==> src/rtl/ahb_lite_slave_fe.sv <==
// AHB-Lite slave front-end: turns single AHB transfers into held req/ack requests for the SDRAM core.
// Optional feature macro AHB_SLV_ERR_RESP_EN: two-cycle ERROR response for bad HSIZE or misaligned accesses.
module ahb_lite_slave_fe #(
    parameter int ADDR_W = 25
) (
    input  logic              HCLK,
    input  logic              HRESETn,
    input  logic              HSEL,
    input  logic [31:0]       HADDR,
    input  logic [1:0]        HTRANS,
    input  logic              HWRITE,
    input  logic [2:0]        HSIZE,
    input  logic [31:0]       HWDATA,
    input  logic              HREADY,
    output logic [31:0]       HRDATA,
    output logic              HREADYOUT,
    output logic              HRESP,
    output logic              mem_req,
    output logic              mem_we,
    output logic [ADDR_W-3:0] mem_addr,
    output logic [3:0]        mem_be,
    output logic [31:0]       mem_wdata,
    input  logic              mem_ack,
    input  logic [31:0]       mem_rdata
);

`ifdef AHB_SLV_ERR_RESP_EN
    typedef enum logic [1:0] {ST_IDLE, ST_BUSY, ST_ERR1, ST_ERR2} state_t;
`else
    typedef enum logic {ST_IDLE, ST_BUSY} state_t;
`endif

    state_t     state;
    state_t     state_nxt;
    logic       addr_phase;
    logic       start_xfer;
    logic [3:0] be_dec;
    logic       ready_nxt;
    logic       req_nxt;

    // Address bits above the decoded window and the SEQ/NONSEQ distinction carry no meaning here.
    logic unused_ok;
    assign unused_ok = ^{HADDR[31:ADDR_W], HTRANS[0]};

    // Write data is only valid in the data phase, so it is passed straight through, not captured.
    assign mem_wdata = HWDATA;

    assign addr_phase = HSEL & HTRANS[1] & HREADY & (state == ST_IDLE);

    // NOTE: every combinational output gets a default before the case so no latch is inferred.
    always_comb begin
        be_dec = 4'b1111;
        case (HSIZE)
            3'd0:    be_dec = 4'b0001 << HADDR[1:0];
            3'd1:    be_dec = HADDR[1] ? 4'b1100 : 4'b0011;
            default: be_dec = 4'b1111;
        endcase
    end

`ifdef AHB_SLV_ERR_RESP_EN
    logic bad_xfer;
    logic resp_nxt;

    always_comb begin
        bad_xfer = 1'b0;
        case (HSIZE)
            3'd0:    bad_xfer = 1'b0;
            3'd1:    bad_xfer = HADDR[0];
            3'd2:    bad_xfer = |HADDR[1:0];
            default: bad_xfer = 1'b1;
        endcase
    end

    assign start_xfer = addr_phase & ~bad_xfer;

    always_comb begin
        state_nxt = state;
        case (state)
            ST_IDLE: begin
                if (addr_phase) state_nxt = bad_xfer ? ST_ERR1 : ST_BUSY;
            end
            ST_BUSY: begin
                if (mem_ack) state_nxt = ST_IDLE;
            end
            ST_ERR1: state_nxt = ST_ERR2;
            ST_ERR2: state_nxt = ST_IDLE;
            default: state_nxt = ST_IDLE;
        endcase
    end

    // Bus-facing outputs are decoded from the next state so they leave the flops already valid.
    always_comb begin
        ready_nxt = 1'b1;
        req_nxt   = 1'b0;
        resp_nxt  = 1'b0;
        case (state_nxt)
            ST_BUSY: begin
                ready_nxt = 1'b0;
                req_nxt   = 1'b1;
            end
            ST_ERR1: begin
                ready_nxt = 1'b0;
                resp_nxt  = 1'b1;
            end
            ST_ERR2: resp_nxt = 1'b1;
            default: ready_nxt = 1'b1;
        endcase
    end

    always_ff @(posedge HCLK or negedge HRESETn) begin
        if (!HRESETn) begin
            HRESP <= 1'b0;
        end else begin
            HRESP <= resp_nxt;
        end
    end
`else
    assign start_xfer = addr_phase;
    assign HRESP      = 1'b0;

    always_comb begin
        state_nxt = state;
        case (state)
            ST_IDLE: begin
                if (addr_phase) state_nxt = ST_BUSY;
            end
            ST_BUSY: begin
                if (mem_ack) state_nxt = ST_IDLE;
            end
            default: state_nxt = ST_IDLE;
        endcase
    end

    always_comb begin
        ready_nxt = 1'b1;
        req_nxt   = 1'b0;
        if (state_nxt == ST_BUSY) begin
            ready_nxt = 1'b0;
            req_nxt   = 1'b1;
        end
    end
`endif

    // NOTE: sequential state uses non-blocking assignments only, so every flop samples pre-edge values.
    always_ff @(posedge HCLK or negedge HRESETn) begin
        if (!HRESETn) begin
            state     <= ST_IDLE;
            HREADYOUT <= 1'b1;
            mem_req   <= 1'b0;
            mem_we    <= 1'b0;
            mem_addr  <= '0;
            mem_be    <= '0;
            HRDATA    <= '0;
        end else begin
            state     <= state_nxt;
            HREADYOUT <= ready_nxt;
            mem_req   <= req_nxt;
            // Request fields change only on a new accept, so they stay frozen while mem_req is high.
            if (start_xfer) begin
                mem_we   <= HWRITE;
                mem_addr <= HADDR[ADDR_W-1:2];
                mem_be   <= be_dec;
            end
            if ((state == ST_BUSY) && mem_ack && !mem_we) begin
                HRDATA <= mem_rdata;
            end
        end
    end

endmodule

==> config.mk <==
export PLATFORM = sky130hd
export DESIGN_NAME = ahb_lite_slave_fe
export DESIGN_NICKNAME = d
export VERILOG_FILES = /design/src/rtl/ahb_lite_slave_fe.sv
export SDC_FILE = /design/constraint.sdc
export NUM_CORES = 1
export LEC_CHECK = 0
export ABC_AREA = 1
export BUFFER_PORTS_ARGS = -buffer_cell sky130_fd_sc_hd__clkbuf_2
export CORE_AREA = 2 2 89 91
export CTS_BUF_LIST = sky130_fd_sc_hd__clkbuf_8
export CTS_CLUSTER_SIZE = 25
export DETAILED_ROUTE_END_ITERATION = 8
export DIE_AREA = 0 0 91 93
export HOLD_SLACK_MARGIN = 0.08
export PLACE_DENSITY = 0.86
export SLEW_MARGIN = 20
export SYNTH_ARGS = -nofsm -noshare
export SYNTH_HDL_FRONTEND = slang
export SYNTH_SLANG_ARGS = --single-unit
==> constraint.sdc <==
create_clock -name HCLK -period 1.1 [get_ports HCLK]
set_clock_uncertainty 0.1 [all_clocks]
set_input_delay 0.11 -clock HCLK [delete_from_list [all_inputs] [get_ports HCLK]]
set_output_delay 0.11 -clock HCLK [all_outputs]
set_load 0.05 [all_outputs]
Word-level counts from Yosys, hierarchy flattened
Index checks and enable logic that the tools add are counted.
{"block": "op_classes", "bitwise": 4, "eq_ne": 1, "muxes": 7, "n_reduce_logical": 4, "shift": 1}
{"cell": "one-hot mux 4 bit (2 select lines)", "count": 1}
{"cell": "two-way mux 1 bit", "count": 4}
{"cell": "two-way mux 4 bit", "count": 1}
{"cell": "<< shifter 1 x 2 -> 4 bit, first input constant", "count": 1}
{"cell": "bitwise AND 1 bit", "count": 3}
{"cell": "equality test 3 x 1 -> 1 bit, second input constant", "count": 1}
{"cell": "logical NOT 3 bit", "count": 1}
{"cell": "logical AND 1 bit", "count": 2}
{"cell": "one-hot mux 1 bit (2 select lines)", "count": 1}
{"cell": "logical NOT 1 bit", "count": 1}
{"cell": "inverter 1 bit", "count": 1}
{"block": "totals", "reg_bits": 63, "elab_cells": 24}

Logic depth before layout (Yosys ltp)
Gate-level depths: netlist of the first run.
{"block": "depth", "ltp_word": 6, "ltp_mapped": 6, "ltp_nobuf": 6}

Worst setup path before layout of the first run
Ideal clock, no wire load.
{"block": "synth_timing", "path_kind": "flip-flop to flip-flop", "startpoint": "reg mem_req (netlist name)", "endpoint": "reg HRDATA[10]", "synth_period_minus_slack_ns": 1.472, "path_stages_with_launch": 5, "path_buffers": 1, "arrival_ns": 1.252, "slack_ns": -0.372, "path_cell_list": "dfrtp_1 -> nand3b_4 -> buf_6 -> nand2_1 -> o21ai_2"}
{"item": "end signal, assigned", "line_no": "165", "source": "HRDATA <= mem_rdata;"}
{"item": "end, declared", "line_no": "15", "source": "output logic [31:0] HRDATA,"}

Worst setup path after layout of the first run
{"block": "layout_timing", "startpoint": "reg mem_we", "endpoint": "reg HRDATA[12]"}
{"block": "layout_via", "elab_chain_cells": 2}
{"item": "start, declared", "line_no": "19", "source": "output logic mem_we,"}
{"item": "start signal, assigned", "line_no": "150", "source": "mem_we <= 1'b0;"}
{"item": "start signal, assigned", "line_no": "160", "source": "mem_we <= HWRITE;"}
{"item": "logical NOT 1 bit", "line_no": "164", "source": "if ((state == ST_BUSY) && mem_ack && !mem_we) begin"}
{"item": "logical AND 1 bit", "line_no": "164"}
No other way between the ends.
A chain may end at the register's enable or synchronous reset.

==> flow_summary.toml, run 1 <==
[run_status]
status = "complete, but fails checks"
violations = "negative setup slack"

[drt]
post_drt_wl_per_cell_microns = 16.0
antenna_left = 0
viasPerCell = 4.52
first_iter_violations = 124
drc = 0
drt_pass1_iterations = 4
vias = 2809
drt_wl_total_microns = 9940

[die]
coreArea_sq_um = 7530
die_height_microns = 93
io_pins = 202
fp-row-count = 32
die_width_microns = 91
start_util_pct = 37.1
fp.dieArea_sq_um = 8460

[sta]
whs_ns = 0.0744
min_period_ns = 1.26
hold_viol = 0
slew_violations = 0
setup_ws_ns = -0.159
rsz0062_at_grt = "true"
fin_crit_sh_pct = 114
max_freq_mhz = 794
setup-violations-final = 110

[synthesis]
synth-simple-area-share_pct = 18.4
syn_area_sq_um = 2790
ys_types = 17
yosys_warnings = 0
synth_top_family_by_area = "simple AND/OR/NAND/NOR gates"
synthTopCellsByCount = "123 x nand2_1, 61 x dfrtp_1, 35 x buf_4, 35 x inv_1, 18 x o21ai_1"
synth_seq_cells = 62
synth_compound_area_share_pct = 8.16
syn_nets = 413
synthAdderAreaFrac_pct = 0
avgSynthCellArea_sq_um = 9.12
yosysTopAreaCellShare_pct = 54.7
yosys.area.top_type = "dfrtp_1"
post-synth-top-count-cell = "nand2_1"
async_flop_share_pct = 100
synth-edff-count = 0
synthCells = 306
netlist_top_cells_area = "dfrtp_1 55%, nand2_1 17%, buf_4 9.4%"
synth_seq_area_share_pct = 55.6
synth_xor_area_share_pct = 0
ys.flop_type = "dfrtp_1"
synth_mux_area_share_pct = 0

[cts]
path_clk_slew_ns = 0.07
clock_latency_ns = 0.33
ctsHoldBuffers = 63
root_buffer = "clkbuf_8"
cts_tree = "done"
cts_sinks = 62
h-tree-depth = 3
cts.path.max_buffers = 2
cts_made_buffers = 9

[final_layout]
fin_cells = 621
drive_gt1_share_pct = 45.1
final_nets = 621
synthToLayoutAreaGrowth_pct = 88.9
antenna_cells = 0

[grt]
antenna_found_initial = 0
grt_overflow = 0
track_usage_pct = 21.5
grt_pass1_vias = 2876
grt_max_degree = 63
grt_pass1_wl_microns = 14100

[setup_path]
cpPeakStageDelay_ns = 0.41
cp-start-kind = "register"
r2r_cells = 5
critPathSlowestCell = "dfrtp_2"
path_delay_family = "flip-flops"
r2r-start = "mem_we"
required_ns = 1.22
cp_data_arrival_time_ns = 1.38
path_cells = "nand3b_4 > buf_12 > clkbuf_16 > nand2_2 > o21ai_2"
rr_endpoint = "HRDATA[12]"
ff2ff_setup_slack_ns = -0.16
path_class = "register to register"
crit_path_end_kind = "register"
crit_fanout = 7
critPathBufInv = 2

[power]
p_seq_share_pct = 30.4
switching_share_pct = 40.0
p_int_mw = 6.65
power_density_nw_per_um2 = 2100
p_comb_share_pct = 49.9
ir_worst_vdd_uv = 1120
p_leak_nw = 2.83
clock_power_share_pct = 19.7
p_switching_mw = 4.44

[placed_design]
placed_cells = 498
hpwlAfterDp_microns = 4350
portBuffers = 128
routabilityCongestion = 0.689

[worst_hold_path]
hp-class = "input pin to register"
whs_path_depth = 3
min_from = "HREADY"
min_to = "mem_req"

[flow_run]
cap_violations = 0
[worst register-to-register path, delay by kind of cell (launching register included)]
family          cells  cell delay, ns
flops               1            0.41
buf+inv             2            0.32
simple gates        2            0.27
compound gates      1            0.05
[kinds of logic (layout without fill, tap and decap cells)]
kind of cell           Yosys count  after routing
AOI/OAI and AO/OA               35             35
and+or+nand+nor                128            128
buffers and inverters           80            293
other                            1              1
DFF                             62             62
[sequential cells by signal (all words and copies together), names as in the netlist]
signal and count:
HRDATA 32, HREADYOUT 1, mem_addr 23, mem_be 4, mem_req 1, mem_we 1
[area by class of cell]
class / count / area [sq um]
multi-input combinational: 164 / 833
clock buffer: 10 / 138
clock inverter: 6 / 77.6
fill: 502 / 2250
tap: 102 / 128
timing repair buffer: 241 / 2410
inverter: 36 / 135
sequential: 62 / 1560
[stage by stage]
stage	area, sq um	utilization, %	TNS [ns]	worst slack, ns	total power, mW
final	5270	70.0	-6.16	-0.159	11.1
after global routing	5270	70.0	-10.98	-0.190	11.5
after CTS	4910	65.3	-5.56	-0.157	10.2
after detailed placement	3330	44.2	-3.43	-0.103	6.59
after global placement	3330	44.2	-1.67	-0.0552	6.51
after floorplan	2820	-	-8.73	-0.187	6.00
[per-layer routing]
| layer | track usage (%) | up-vias | wire length [microns] |
|---|---|---|---|
| met5 | 0 | - | 0 |
| met1 | 21.7 | 1355 | 3710 |
| met2 | 39.9 | 132 | 5240 |
| met4 | 8.84 | 0 | 199 |
| met3 | 7.82 | 20 | 784 |
| li1 | - | 1302 | - |
[worst max path at each step]
| stage | depth (start not counted) | from | endpoint | slack (ns) |
|---|---|---|---|---|
| after floorplan | 6 | mem_req | mem_addr[12] | -0.19 |
| after global placement | 4 | mem_req | HRDATA[10] | -0.06 |
| after global routing | 5 | mem_we | HRDATA[24] | -0.19 |
| after CTS | 1 | HREADYOUT | HREADYOUT | -0.16 |
| final | 5 | mem_we | HRDATA[12] | -0.16 |
| after detailed placement | 4 | mem_req | HRDATA[3] | -0.10 |
[power by group through the flow]
stage | Combinational [mW] | Sequential (mW) | Clock, mW
final | 5.53 | 3.37 | 2.19
after global routing | 5.75 | 3.41 | 2.36
after CTS | 4.77 | 3.19 | 2.22
after detailed placement | 3.42 | 3.17 | 0
after global placement | 3.37 | 3.15 | 0
after floorplan | 0.945 | 5.06 | 0
[cell usage in the layout, fill, tap and decap left out]
cell	instances
dlygate4sd3_1	63
nand2_4	2
nand3_1	1
nor2_1	1
buf_2	1
nand4_4	1
clkbuf_16	3
buf_12	6
inv_1	37
bufinv_16	2
nand2_1	109
dfrtp_2	2
clkinv_2	2
dfrtp_1	59
nand3b_4	1
nor2_4	1
conb_1	1
o21ai_2	20
buf_6	2
o21ai_4	1
buf_16	1
o21ai_0	3
dfstp_2	1
o21ai_1	11
buf_4	40
inv_2	1
clkbuf_2	65
clkbuf_8	11
nand2_2	12
buf_8	59
[timing repair]
item                                    in CTS  in global routing
gates cloned                                 0                  3
pin swaps                                    0                  0
setup buffers                               21                 20
gates resized for setup                    129                 77
hold endpoints to repair                   124                  1
endpoints found under the setup margin     117                122
Power figures use the tool's default switching activity.
==> inputs of run 2 (changes only) <==
--- a/config.mk
+++ b/config.mk
@@ -12,8 +12,10 @@
 export CTS_CLUSTER_SIZE = 25
 export DETAILED_ROUTE_END_ITERATION = 8
 export DIE_AREA = 0 0 91 93
+export GPL_ROUTABILITY_DRIVEN = 1
 export HOLD_SLACK_MARGIN = 0.08
 export PLACE_DENSITY = 0.86
+export REMOVE_ABC_BUFFERS = 1
 export SLEW_MARGIN = 20
 export SYNTH_ARGS = -nofsm -noshare
 export SYNTH_HDL_FRONTEND = slang
==> constraint.sdc (replaced) <==
create_clock -name HCLK -period 1.1 [get_ports HCLK]
set_clock_uncertainty 0.1 [all_clocks]
set_input_delay 0.22 -clock HCLK [delete_from_list [all_inputs] [get_ports HCLK]]
set_output_delay 0.22 -clock HCLK [all_outputs]
set_load 0.05 [all_outputs]
==> run 2 against run 1 <==
The run still ends with negative setup slack left; wire length increased by 20%; final area increased by 5.9%; worst setup slack got worse by 0.13 ns; maximum frequency decreased by 9.6%; global-route usage increased by 3.3 points; critical path depth increased by 1; flip-flop and latch count unchanged; die area unchanged; largest cell class unchanged.
==> flow_summary.toml, run 2 (synthesized netlist as in run 1, its figures left out) <==
[run_status]
status = "complete, but fails checks"
violations = "negative setup slack"

[setup_path]
path_class = "register to register"
cp_data_arrival_time_ns = 1.51
cp-start-kind = "register"
crit_path_end_kind = "register"
required_ns = 1.21
crit_fanout = 7

[drt]
drt_wl_total_microns = 11900
first_iter_violations = 114
drc = 0
viasPerCell = 4.70
drt_pass1_iterations = 4
antenna_left = 0
vias = 2945
post_drt_wl_per_cell_microns = 19.0

[sta]
whs_ns = 0.121
rsz0062_at_grt = "true"
setup_ws_ns = -0.293
slew_violations = 0
max_freq_mhz = 718
fin_crit_sh_pct = 127
min_period_ns = 1.39
hold_viol = 0
setup-violations-final = 124

[final_layout]
mostFrequentLayoutCell = "clkbuf_2"
largest-register = "HRDATA"
antenna_cells = 0
fill_cells = 456
top_regs = "HRDATA: 32 flops, mem_addr: 23 flops, mem_be: 4 flops"
multi_input_area_sq_um = 1110
final_nets = 626
drive_gt1_share_pct = 57.3
largest_reg_flops = 32
synthToLayoutAreaGrowth_pct = 100
seqCellArea_sq_um = 1550
final_cell_area_sq_um = 5580
final_cell_mix = "65 x clkbuf_2, 62 x buf_8, 60 x dfrtp_1"

[die]
io_pins = 202
start_util_pct = 37.1
die_height_microns = 93
coreArea_sq_um = 7530
die_width_microns = 91
fp.dieArea_sq_um = 8460
fp-row-count = 32

[cts]
cts.path.max_buffers = 2
clock_latency_ns = 0.33
root_buffer = "clkbuf_8"
path_clk_slew_ns = 0.07
cts_sinks = 62
cts_made_buffers = 9
h-tree-depth = 3
cts_tree = "done"

[grt]
antenna_found_initial = 0
grt_max_degree = 32
grt_pass1_wl_microns = 15800
grt_pass1_vias = 2949
grt_overflow = 0
track_usage_pct = 24.8

[power]
p_leak_nw = 2.91
ir_worst_vdd_uv = 1310
power_density_nw_per_um2 = 2050

[flow_run]
cap_violations = 0

[placed_design]
placed_area_sq_um = 3370
dp_slack_ns = -0.136
routabilityCongestion = 0.696
portBuffers = 128
hpwlAfterDp_microns = 5720

[worst_hold_path]
hp-class = "input pin to register"
-- run 2: path summary, 6_finish.rpt --
check,startpoint,depth (start not counted),end,slack [ns]
setup / recovery,mem_req,6,mem_addr[2],-0.29
hold / removal,mem_ack,2,mem_req,0.12
setup reg to reg,mem_req,6,mem_addr[2],-0.29
hold reg to reg,mem_be[3],2,mem_be[3],0.43
max in group asynchronous,HRESETn,3,HREADYOUT,0.31
min in group asynchronous,HRESETn,3,mem_be[1],0.35
-- run 2: worst max-delay path, stage by stage, from the launching register on --
cell and delay [ns]:
dfrtp_2 0.43, buf_8 0.14, inv_6 0.05, nand4_4 0.17
clkbuf_16 0.26, nand2_4 0.06, nand2_2 0.05
-- run 2: through the flow --
stage          TNS, ns  utilization [%]  power, mW  instances
2_1_floorplan   -35.52                -       5.61        262
3_3_place_gp     -5.08             44.8       6.51        506
3_5_place_dp     -6.12             44.8       6.59        506
4_1_cts         -16.74             65.4       10.1        596
5_1_grt         -26.38             74.2       11.9        626
6_report        -21.44             74.2       11.4        626
-- run 2: cell type report --
type                            instances  area share [%]
Clock buffer                           10            2.47
Clock inverter                          6            1.39
Inverter                               36            2.51
Multi-Input combinational cell        165            19.8
Sequential cell                        62            27.8
Tap cell                              102            2.29
Timing Repair Buffer                  245            43.7
-- run 2: power breakdown --
part | switching, mW | internal, mW | total (mW)
combinational | 3.18 | 2.65 | 5.84
sequential | 0.582 | 2.82 | 3.40
clock | 0.866 | 1.31 | 2.18
total | 4.63 | 6.79 | 11.4
-- run 2: what timing repair did --
| item | CTS | global route |
|---|---|---|
| cloned | 2 | 3 |
| gates resized for setup | 148 | 161 |
| endpoints found under the hold margin | 118 | 0 |
| hold buffers | 57 | 0 |
| buffers inserted | 15 | 27 |
| setup endpoints to repair | 124 | 124 |
| pin swaps | 0 | 23 |
-- run 2: metal layers --
layer | vias up | GRT usage (%) | wire length [microns] | share of wire (%)
met1 | 1427 | 26.9 | 4340 | 37
li1 | 1315 | - | - | -
met2 | 171 | 39.4 | 5670 | 48
met5 | - | 11.5 | 115 | 0.97
met4 | 4 | 7.83 | 250 | 2.1
met3 | 28 | 14.9 | 1510 | 13
==> inputs of run 3 (changes only) <==
--- a/config.mk
+++ b/config.mk
@@ -7,14 +7,13 @@
 export LEC_CHECK = 0
 export ABC_AREA = 1
 export BUFFER_PORTS_ARGS = -buffer_cell sky130_fd_sc_hd__clkbuf_2
-export CORE_AREA = 2 2 89 91
-export CTS_BUF_LIST = sky130_fd_sc_hd__clkbuf_8
+export CORE_AREA = 2 2 90 92
 export CTS_CLUSTER_SIZE = 25
 export DETAILED_ROUTE_END_ITERATION = 8
-export DIE_AREA = 0 0 91 93
+export DIE_AREA = 0 0 92 94
 export GPL_ROUTABILITY_DRIVEN = 1
 export HOLD_SLACK_MARGIN = 0.08
-export PLACE_DENSITY = 0.86
+export PLACE_DENSITY = 0.85
 export REMOVE_ABC_BUFFERS = 1
 export SLEW_MARGIN = 20
 export SYNTH_ARGS = -nofsm -noshare
==> run 3 against run 2 <==
The flow still finishes with violations (negative setup slack); count of clock-buffer cells in the layout is 5 higher; global-route usage is 3.5 points higher; critical path depth is 4 lower; non-clock buffer count is 16 higher; sequential share of layout area is 1.4 points lower; worst setup slack better by 0.032 ns; cell count is 2.6% higher; register-to-register slack better by 0.04 ns; wire length is 16% higher; critical endpoint is now mem_we.
==> flow_summary.toml, run 3 (synthesized netlist as in run 1, its figures left out) <==
[drt]
drt_wl_total_microns = 13800
vias = 3117
viasPerCell = 4.86
drc = 0
drt_pass1_iterations = 6
antenna_left = 0
first_iter_violations = 109
post_drt_wl_per_cell_microns = 21.5

[worst_hold_path]
min_from = "HSIZE[2]"
min_to = "mem_be[0]"
hp-class = "input pin to register"
whs_path_depth = 5

[final_layout]
final_cell_mix = "65 x clkbuf_2, 62 x buf_8, 58 x dfrtp_1, 58 x dlygate4sd3_1, 52 x buf_4"
largest_reg_flops = 32
largest-register = "HRDATA"
synthToLayoutAreaGrowth_pct = 111
final_nets = 642
antenna_cells = 0
final_cell_area_sq_um = 5900
top_regs = "HRDATA: 32 flops, mem_addr: 23 flops, mem_be: 4 flops"
mostFrequentLayoutCell = "clkbuf_2"
drive_gt1_share_pct = 63.7

[power]
p_int_mw = 6.69
power_density_nw_per_um2 = 1950
switching_share_pct = 42.0
clock_power_share_pct = 16.0
p_seq_share_pct = 29.8
p_switching_mw = 4.84
power_mw = 11.5
p_comb_share_pct = 54.2
p_leak_nw = 3.06
ir_worst_vdd_uv = 1520

[setup_path]
cpPeakStageDelay_ns = 0.42
ff2ff_setup_slack_ns = -0.25
crit_path_end_kind = "primary output"
critPathSlowestCell = "dfrtp_1"
path_class = "register to primary output"
path_cells = "buf_6 > clkbuf_16"
cp_data_arrival_time_ns = 1.04
required_ns = 0.78
crit_fanout = 3
path_delay_family = "flip-flops"
cp-start-kind = "register"
critPathBufInv = 2
r2r-start = "mem_req"
r2r_cells = 6
rr_endpoint = "HRDATA[22]"

[placed_design]
hpwlAfterDp_microns = 5590
dp_slack_ns = -0.133
placed_area_sq_um = 3330
portBuffers = 128
routabilityCongestion = 0.713

[flow_run]
cap_violations = 0

[grt]
grt_pass1_vias = 3257
track_usage_pct = 28.3
antenna_found_initial = 0
grt_overflow = 0
grt_pass1_wl_microns = 17900
grt_max_degree = 63

[run_status]
status = "complete, but fails checks"
violations = "negative setup slack"

[cts]
cts_tree = "done"
path_clk_slew_ns = 0.07
clock_latency_ns = 0.33
cts_made_buffers = 9
cts_sinks = 62
h-tree-depth = 3
cts.path.max_buffers = 2
root_buffer = "clkbuf_8"

[sta]
slew_violations = 0
hold_viol = 0
fin_crit_sh_pct = 124
min_period_ns = 1.36
setup_ws_ns = -0.260
setup-violations-final = 124
rsz0062_at_grt = "true"
max_freq_mhz = 735

[die]
die_height_microns = 94
start_util_pct = 36.7
io_pins = 202
fp.dieArea_sq_um = 8650
fp-row-count = 32
die_width_microns = 92
coreArea_sq_um = 7610
-- run 3: how the worst max path moves through the flow --
stage	to	from	cells after the start
detailed placement	mem_addr[5]	mem_req	5
finish	mem_we	mem_we	2
global route	mem_we	mem_we	2
CTS	HREADYOUT	HREADYOUT	1
floorplan	HRDATA[10]	mem_req	3
global placement	HRDATA[11]	mem_req	4
-- run 3: what timing repair did --
item,in CTS,in global routing
pin swaps,10,17
buffers inserted,23,38
setup endpoints to repair,124,124
hold buffers,58,0
gates resized for setup,199,174
hold endpoints to repair,118,0
cloned,10,1
-- run 3: final cells by class --
cell class,instances,area (sq um)
timing repair buffer,261,2630
fill,407,1710
sequential,62,1560
multi-input combinational,165,1270
clock buffer,15,176
inverter,36,135
tap,102,128
clock inverter,1,5.00
-- run 3: worst register-to-register path, delay by kind of cell, from the launching register on --
| kind | cells | cell delay (ns) |
|---|---|---|
| AO/OA/AOI/OAI | 1 | 0.10 |
| AND/OR/NAND/NOR | 2 | 0.21 |
| buffers and inverters | 3 | 0.42 |
| flip-flops | 1 | 0.44 |
-- run 3: power by group through the flow --
stage,clock network [mW],registers [mW],logic (mW)
after floorplan,0,5.04,0.574
after global placement,0,3.13,3.37
final,1.85,3.43,6.25
after global routing,1.99,3.46,6.46
after detailed placement,0,3.15,3.42
after CTS,1.88,3.24,4.86
-- run 3: metal layers --
layer | track usage (%) | up-vias | part of all wire, %
li1 | - | 1352 | -
met1 | 29.7 | 1490 | 36
met2 | 49.2 | 233 | 49
met3 | 14.8 | 40 | 12
met4 | 7.59 | 2 | 2.8
met5 | 5.13 | - | 0.25
-- run 3: stage by stage --
stage	std cells	utilization (%)	hold WS [ns]	TNS, ns
after floorplan	262	-	-0.176	-35.52
after global placement	502	43.7	0.151	-4.29
after detailed placement	502	43.7	0.154	-5.83
after CTS	609	69.2	0.105	-18.73
after global routing	642	77.5	0.161	-23.79
final	642	77.5	0.180	-19.26
